**config.mk**
```make
export PLATFORM = sky130hd
export DESIGN_NAME = wb_bus_watchdog
export DESIGN_NICKNAME = d
export VERILOG_FILES = /design/src/rtl/wb_bus_watchdog_pkg.sv /design/src/rtl/wb_watchdog_csr.sv /design/src/rtl/wb_bus_watchdog.sv
export SDC_FILE = /design/constraint.sdc
export NUM_CORES = 1
export LEC_CHECK = 0
export BUFFER_PORTS_ARGS = -buffer_cell sky130_fd_sc_hd__buf_4
export CAP_MARGIN = 20
export CORE_MARGIN = 3
export CORE_UTILIZATION = 57
export DETAILED_ROUTE_END_ITERATION = 8
export GPL_TIMING_DRIVEN = 0
export MAX_ROUTING_LAYER = met4
export PLACE_DENSITY = 0.87
export SYNTH_ARGS = -nofsm -noshare
export SYNTH_HDL_FRONTEND = slang
export SYNTH_SLANG_ARGS = --single-unit
```
**constraint.sdc**
```tcl
create_clock -name wb_clk_i -period 12.28 [get_ports wb_clk_i]
set_clock_uncertainty 0.15 [all_clocks]
set_input_delay 2.456 -clock wb_clk_i [delete_from_list [all_inputs] [get_ports wb_clk_i]]
set_output_delay 2.456 -clock wb_clk_i [all_outputs]
set_load 0.01 [all_outputs]
```
**src/rtl/wb_bus_watchdog_pkg.sv**
```systemverilog
`default_nettype none
// ============================================================================
// Module      : wb_bus_watchdog_pkg
// Description : Shared definitions for the Wishbone bus watchdog: FSM state
//               encoding, CSR offsets, STATUS bit positions, the user-project
//               address page and the default error read data.
// Revision    : 1.0 - initial release
// ============================================================================
package wb_bus_watchdog_pkg;

    typedef enum logic [1:0] {
        ST_IDLE    = 2'd0,
        ST_WAIT    = 2'd1,
        ST_ERR_ACK = 2'd2,
        ST_CSR_ACK = 2'd3
    } wd_state_e;

    localparam logic [7:0]  CSR_OFF_STATUS   = 8'h00;
    localparam logic [7:0]  CSR_OFF_TO_COUNT = 8'h04;
    localparam logic [7:0]  CSR_OFF_LAST_ADR = 8'h08;
    localparam logic [7:0]  CSR_OFF_LIMIT    = 8'h0C;

    localparam int          STATUS_TO_BIT    = 0;
    localparam int          STATUS_BUSY_BIT  = 1;

    localparam logic [7:0]  USER_PAGE        = 8'h30;
    localparam logic [31:0] ERR_DATA_DEF     = 32'hDEAD_BEEF;
    localparam logic [15:0] LIMIT_MIN        = 16'd2;

    // A limit below two cycles would leave no room for the WAIT state.
    function automatic logic [15:0] clamp_limit(input logic [15:0] value);
        return (value < LIMIT_MIN) ? LIMIT_MIN : value;
    endfunction

endpackage
`default_nettype wire

```
**src/rtl/wb_watchdog_csr.sv**
```systemverilog
`default_nettype none
// ============================================================================
// Module      : wb_watchdog_csr
// Description : Register file of the bus watchdog. Holds the sticky timeout
//               flag, saturating timeout counter, last faulting address and
//               the timeout limit, plus the registered read mux.
// Ports       : clk, rst         - clock, asynchronous active-high reset
//               wr_en, rd_en     - CSR write commit / read capture strobes
//               offset, sel, wdata - CSR offset, byte selects, write data
//               busy             - watchdog FSM is not idle
//               err_event, err_adr - timeout termination and its address
//               rdata            - registered read data for the CSR ack
//               limit, to_flag   - active timeout limit, sticky timeout flag
// Revision    : 1.0 - initial release
// ============================================================================
module wb_watchdog_csr
    import wb_bus_watchdog_pkg::*;
#(
    parameter logic [15:0] TIMEOUT_DEF = 16'd255
) (
    input  logic        clk,
    input  logic        rst,
    input  logic        wr_en,
    input  logic        rd_en,
    input  logic [7:0]  offset,
    input  logic [1:0]  sel,
    input  logic [15:0] wdata,
    input  logic        busy,
    input  logic        err_event,
    input  logic [31:0] err_adr,
    output logic [31:0] rdata,
    output logic [15:0] limit,
    output logic        to_flag
);

    logic [15:0] to_count;
    logic [31:0] last_adr;
    logic [31:0] rd_mux;
    logic [15:0] limit_wr;

    always_comb begin
        rd_mux = '0;
        case (offset)
            CSR_OFF_STATUS: begin
                rd_mux[STATUS_TO_BIT]   = to_flag;
                rd_mux[STATUS_BUSY_BIT] = busy;
            end
            CSR_OFF_TO_COUNT: rd_mux[15:0] = to_count;
            CSR_OFF_LAST_ADR: rd_mux       = last_adr;
            CSR_OFF_LIMIT:    rd_mux[15:0] = limit;
            default:          rd_mux       = '0;
        endcase
    end

    // Byte-lane merge of a LIMIT write before clamping.
    assign limit_wr = {sel[1] ? wdata[15:8] : limit[15:8],
                       sel[0] ? wdata[7:0]  : limit[7:0]};

    always_ff @(posedge clk or posedge rst) begin
        if (rst) begin
            to_flag  <= 1'b0;
            to_count <= '0;
            last_adr <= '0;
            limit    <= TIMEOUT_DEF;
            rdata    <= '0;
        end else begin
            if (rd_en) begin
                rdata <= rd_mux;
            end
            // A timeout and a CSR write never share a cycle (distinct FSM states).
            if (err_event) begin
                to_flag  <= 1'b1;
                last_adr <= err_adr;
                if (to_count != 16'hFFFF) begin
                    to_count <= to_count + 16'd1;
                end
            end else if (wr_en) begin
                case (offset)
                    CSR_OFF_STATUS: begin
                        if (sel[0] && wdata[STATUS_TO_BIT]) begin
                            to_flag <= 1'b0;
                        end
                    end
                    CSR_OFF_TO_COUNT: to_count <= '0;
                    CSR_OFF_LIMIT:    limit    <= clamp_limit(limit_wr);
                    default: ;
                endcase
            end
        end
    end

endmodule
`default_nettype wire

```
**src/rtl/wb_bus_watchdog.sv**
```systemverilog
`default_nettype none
// ============================================================================
// Module      : wb_bus_watchdog
// Description : Wishbone watchdog placed in front of the user-project address
//               decoder. Forwards transactions unchanged, counts wait cycles
//               and terminates a cycle with ERR_DATA when the slave does not
//               ack within LIMIT cycles. Serves a local CSR page.
// Ports       : wb_clk_i, wb_rst_i - clock, asynchronous active-high reset
//               wbs_*_i / wbs_*_o  - slave port facing the Caravel master
//               dec_*_o / dec_*_i  - master port facing the address decoder
//               timeout_irq_o      - level interrupt, mirrors STATUS.TO
// Revision    : 1.0 - initial release
// ============================================================================
module wb_bus_watchdog
    import wb_bus_watchdog_pkg::*;
#(
    parameter logic [15:0] TIMEOUT_DEF = 16'd255,
    parameter logic [31:0] ERR_DATA    = ERR_DATA_DEF,
    parameter logic [3:0]  CSR_PAGE    = 4'hF
) (
    input  logic        wb_clk_i,
    input  logic        wb_rst_i,
    input  logic        wbs_cyc_i,
    input  logic        wbs_stb_i,
    input  logic        wbs_we_i,
    input  logic [3:0]  wbs_sel_i,
    input  logic [31:0] wbs_dat_i,
    input  logic [31:0] wbs_adr_i,
    output logic        wbs_ack_o,
    output logic [31:0] wbs_dat_o,
    output logic        dec_cyc_o,
    output logic        dec_stb_o,
    output logic        dec_we_o,
    output logic [3:0]  dec_sel_o,
    output logic [31:0] dec_dat_o,
    output logic [31:0] dec_adr_o,
    input  logic        dec_ack_i,
    input  logic [31:0] dec_dat_i,
    output logic        timeout_irq_o
);

    wd_state_e   state;
    wd_state_e   state_nxt;
    logic [15:0] cnt;
    logic [15:0] cnt_nxt;
    logic        req;
    logic        csr_hit;
    logic        fwd_block;
    logic        ack;
    logic [31:0] dat;
    logic        err_event;
    logic [31:0] csr_rdata;
    logic [15:0] limit;

    assign req     = wbs_cyc_i & wbs_stb_i;
    assign csr_hit = req & (wbs_adr_i[31:24] == USER_PAGE) & (wbs_adr_i[11:8] == CSR_PAGE);

    // The decoder must not see CSR accesses nor the terminating cycle of a
    // transaction this block is acking itself; reset blocks it immediately.
    assign fwd_block = wb_rst_i | csr_hit | (state == ST_ERR_ACK) | (state == ST_CSR_ACK);

    assign dec_cyc_o = wbs_cyc_i & ~fwd_block;
    assign dec_stb_o = wbs_stb_i & ~fwd_block;
    assign dec_we_o  = wbs_we_i;
    assign dec_sel_o = wbs_sel_i;
    assign dec_dat_o = wbs_dat_i;
    assign dec_adr_o = wbs_adr_i;

    assign wbs_ack_o = ack & ~wb_rst_i;
    assign wbs_dat_o = wb_rst_i ? 32'd0 : dat;

    always_ff @(posedge wb_clk_i or posedge wb_rst_i) begin
        if (wb_rst_i) begin
            state <= ST_IDLE;
            cnt   <= '0;
        end else begin
            state <= state_nxt;
            cnt   <= cnt_nxt;
        end
    end

    always_comb begin
        state_nxt = state;
        cnt_nxt   = cnt;
        ack       = 1'b0;
        dat       = '0;
        err_event = 1'b0;
        case (state)
            ST_IDLE: begin
                cnt_nxt = '0;
                if (csr_hit) begin
                    state_nxt = ST_CSR_ACK;
                end else if (req) begin
                    // Zero-wait slaves complete without leaving IDLE.
                    ack = dec_ack_i;
                    dat = dec_ack_i ? dec_dat_i : 32'd0;
                    if (!dec_ack_i) begin
                        state_nxt = ST_WAIT;
                        cnt_nxt   = 16'd1;
                    end
                end
            end
            ST_WAIT: begin
                ack = dec_ack_i;
                dat = dec_dat_i;
                if (dec_ack_i || !req) begin
                    state_nxt = ST_IDLE;
                    cnt_nxt   = '0;
                end else if (cnt >= (limit - 16'd1)) begin
                    state_nxt = ST_ERR_ACK;
                end else begin
                    cnt_nxt = cnt + 16'd1;
                end
            end
            ST_ERR_ACK: begin
                ack       = 1'b1;
                dat       = ERR_DATA;
                err_event = 1'b1;
                state_nxt = ST_IDLE;
                cnt_nxt   = '0;
            end
            ST_CSR_ACK: begin
                ack       = 1'b1;
                dat       = csr_rdata;
                state_nxt = ST_IDLE;
            end
            default: state_nxt = ST_IDLE;
        endcase
    end

    // CSR writes commit and read data is captured on the request cycle, so a
    // LIMIT change can only land between transactions.
    wb_watchdog_csr #(
        .TIMEOUT_DEF (TIMEOUT_DEF)
    ) u_csr (
        .clk       (wb_clk_i),
        .rst       (wb_rst_i),
        .wr_en     ((state == ST_IDLE) & csr_hit & wbs_we_i),
        .rd_en     ((state == ST_IDLE) & csr_hit),
        .offset    (wbs_adr_i[7:0]),
        .sel       (wbs_sel_i[1:0]),
        .wdata     (wbs_dat_i[15:0]),
        .busy      (state != ST_IDLE),
        .err_event (err_event),
        .err_adr   (wbs_adr_i),
        .rdata     (csr_rdata),
        .limit     (limit),
        .to_flag   (timeout_irq_o)
    );

endmodule
`default_nettype wire

```
==> impl_metrics.py <==
metrics = {
    "clocking": {
        "cts_num_sinks": 115,
        "cts_root_buf": "clkbuf_16",
        "clkTransAtPathRegs_ns": 0.05,
        "cts_buffers": 17,
        "cts_max_level": 4,
        "cts_hold_buf": 0,
        "cts_tree": "done",
        "cts_buffer_depth": 2,
        "cts-resized-gates": 0,
        "cts_setup_buffers": 0,
        "clk_latency_ns": 0.42,
    },
    "critical_path": {
        "path_class": "input pin to output pin",
        "start_kind": "input pin",
        "cp_data_required_time_ns": 9.67,
        "reg2reg_slack_ns": 7.86,
        "crit_arrival_ns": 4.87,
        "end_kind": "output pin",
        "critPathMaxFanout": 10,
    },
    "sta": {
        "finalSetupTns_ns": 0,
        "setup_viol": 0,
        "worst_pin_slew_ns": 1.17,
        "final-hold-violation-count": 0,
        "drv_slew": 0,
        "fmax_mhz": 134,
        "fin_crit_sh": 0.609,
        "slew_headroom": 0.216,
        "rsz0062_at_grt": "no",
        "period_minus_slack_ns": 7.48,
    },
    "synthesis": {
        "synth_edf_count": 0,
        "synth_mux_area_frac": 0.101,
        "syn_area_um2": 7260,
        "synth_compound_area_frac": 0.140,
        "synth_seq_cells": 115,
        "ys_seq_area_frac": 0.398,
        "syn_inst": 816,
        "synth_top_family_by_area": "simple AND/OR/NAND/NOR gates",
        "yosys.area_share.adder": 0.0397,
        "syn_area_per_cell_um2": 8.89,
        "synthArstFlopShare": 1.00,
        "syn_nets": 945,
        "ys.warnings.count": 0,
        "ys_types": 53,
        "synth_xor_area_frac": 0.0290,
        "ys.flop_type": "dfrtp_1",
        "yosys.area_share.simple": 0.192,
    },
    "hold_path": {
        "hold_path.class": "register to register",
    },
    "pwr": {
        "total_power_uw": 1680,
        "leakagePower_uw": 0.00440,
        "powerDensity_nw_per_um2": 176,
        "vdd_drop_max_mv": 0.141,
    },
    "global_routing": {
        "gr-total-overflow": 0,
        "grt_usage": 0.312,
        "grt_pass1_wl_mm": 34.5,
        "grt_max_degree": 76,
        "antenna_found_initial": 0,
        "grt_pass1_vias": 6911,
    },
    "final_layout": {
        "final_common_cell": "buf_4",
        "final_util": 0.781,
        "most-common-layout-cells": "buf_4, dfrtp_1, nand2_1, nor2_1, a21oi_1",
        "n_antenna_cell": 0,
        "final_nets": 1156,
        "final_layout_size_suffix_gt1_frac": 0.356,
        "syn_to_final_growth_pct": 31.5,
    },
    "route": {
        "ant_nets": 0,
        "wl_per_cell_um": 17.7,
        "drc_errors": 0,
        "firstDrtPassIters": 5,
        "viasPerCell": 5.83,
        "wirelength_mm": 21.4,
        "via_count": 7047,
        "drtIter0Drc": 888,
    },
    "floorplan": {
        "fp.dieArea_um2": 14100,
        "io_pins": 211,
        "core-area_um2": 12200,
        "die_x_um": 119,
        "die_h_um": 119,
        "fp-row-count": 40,
        "initial_core_util": 0.594,
    },
    "placed_design": {
        "io_buffers": 191,
        "dpl.hpwl_mm": 15.4,
        "place.gp.congestion": 0.935,
    },
    "status": {
        "outcome": "completed",
    },
    "job": {
        "cap_violations": 0,
    },
}
per-layer routing:
metal / track usage / wire (um) / vias to the layer above
li1: - / - / 3249
met1: 0.386 / 8430 / 3340
met5: - / 0 / -
met3: 0.0693 / 1720 / 72
met4: 0.143 / 879 / 0
met2: 0.492 / 10400 / 386
flip-flops by register name, indices dropped and copies added (netlist names):
name,flops
u_csr.limit,16
u_csr.to_count,16
u_csr.last_adr,32
state,2
cnt,16
u_csr.rdata,32
u_csr.to_flag,1
final cells by class:
class | instances | area (um2)
multi-input combinational | 576 | 3640
sequential | 115 | 2890
fill | 811 | 2670
timing repair buffer | 192 | 1460
buffer | 111 | 678
clock buffer | 19 | 453
tap | 168 | 210
clock inverter | 13 | 158
inverter | 14 | 55.1
cell families after synthesis:
group / after synthesis
XOR/XNOR: 24
flip-flops: 115
buffers and inverters: 125
adder cells (fa/ha/maj): 23
AND/OR/NAND/NOR: 292
multiplexers: 63
AO/OA/AOI/OAI: 174
worst max-delay path, stage by stage:
cell and delay (ns):
buf_4 0.12, or4b_4 0.55, nor4_4 0.52, nor2_1 0.13, nand2_1 0.10, a21o_1 0.26, clkbuf_1 0.42, nor2_1 0.13
buf_4 0.17
where the power goes:
| part | total [uW] | internal [uW] | leakage (uW) | switching (uW) |
|---|---|---|---|---|
| Combinational | 642 | 279 | 0.00267 | 363 |
| Sequential | 528 | 461 | 0.00144 | 67.1 |
| Clock | 509 | 328 | 0.000291 | 181 |
cell usage after synthesis, types with 3 or more instances:
cell type	n	area [um2]
dfstp_2	8	210
a22oi_1	23	173
a211o_1	6	52.6
a31oi_1	6	37.5
ha_1	23	288
buf_4	69	518
o21bai_1	3	22.5
a21oi_1	72	360
nand3b_1	4	30.0
or3_1	12	75.1
dfrtp_1	107	2680
nand2b_1	4	25.0
nor2b_1	3	18.8
buf_1	4	15.0
inv_1	14	52.6
mux2_2	59	664
o31ai_1	3	22.5
xor2_1	8	70.1
o21ai_0	49	245
nor2_1	89	334
nor4_1	17	106
nand4_1	14	87.6
nand2_1	89	334
xnor2_1	16	140
and2_1	4	25.0
nand3_1	17	85.1
clkbuf_1	36	135
nor3_1	17	85.1
and3_1	7	43.8
stage by stage:
step | hold slack, ns | area [um2] | instances | setup WS, ns
after floorplan | 0.297 | 7260 | 816 | 5.55
after global placement | 0.311 | 8900 | 1175 | 4.95
after detailed placement | 0.321 | 8930 | 1176 | 4.88
after CTS | 0.340 | 9540 | 1208 | 4.84
after global routing | 0.372 | 9540 | 1208 | 4.65
final | 0.338 | 9540 | 1208 | 4.80
final timing paths:
| path | start | endpoint | depth (start not counted) |
|---|---|---|---|
| min in group asynchronous | wb_rst_i | u_csr.last_adr[28]$_DFFE_PP0P_ | 2 |
| max in group asynchronous | wb_rst_i | u_csr.limit[6]$_DFFE_PP1P_ | 3 |
| min | u_csr.rdata[26]$_DFFE_PP0P_ | u_csr.rdata[26]$_DFFE_PP0P_ | 2 |
| max | wbs_adr_i[31] | wbs_dat_o[24] | 9 |
| max reg2reg | u_csr.limit[2]$_DFFE_PP1P_ | cnt[4]$_DFFE_PP0P_ | 14 |
| min reg2reg | u_csr.rdata[26]$_DFFE_PP0P_ | u_csr.rdata[26]$_DFFE_PP0P_ | 2 |
Power figures use the tool's default switching activity.
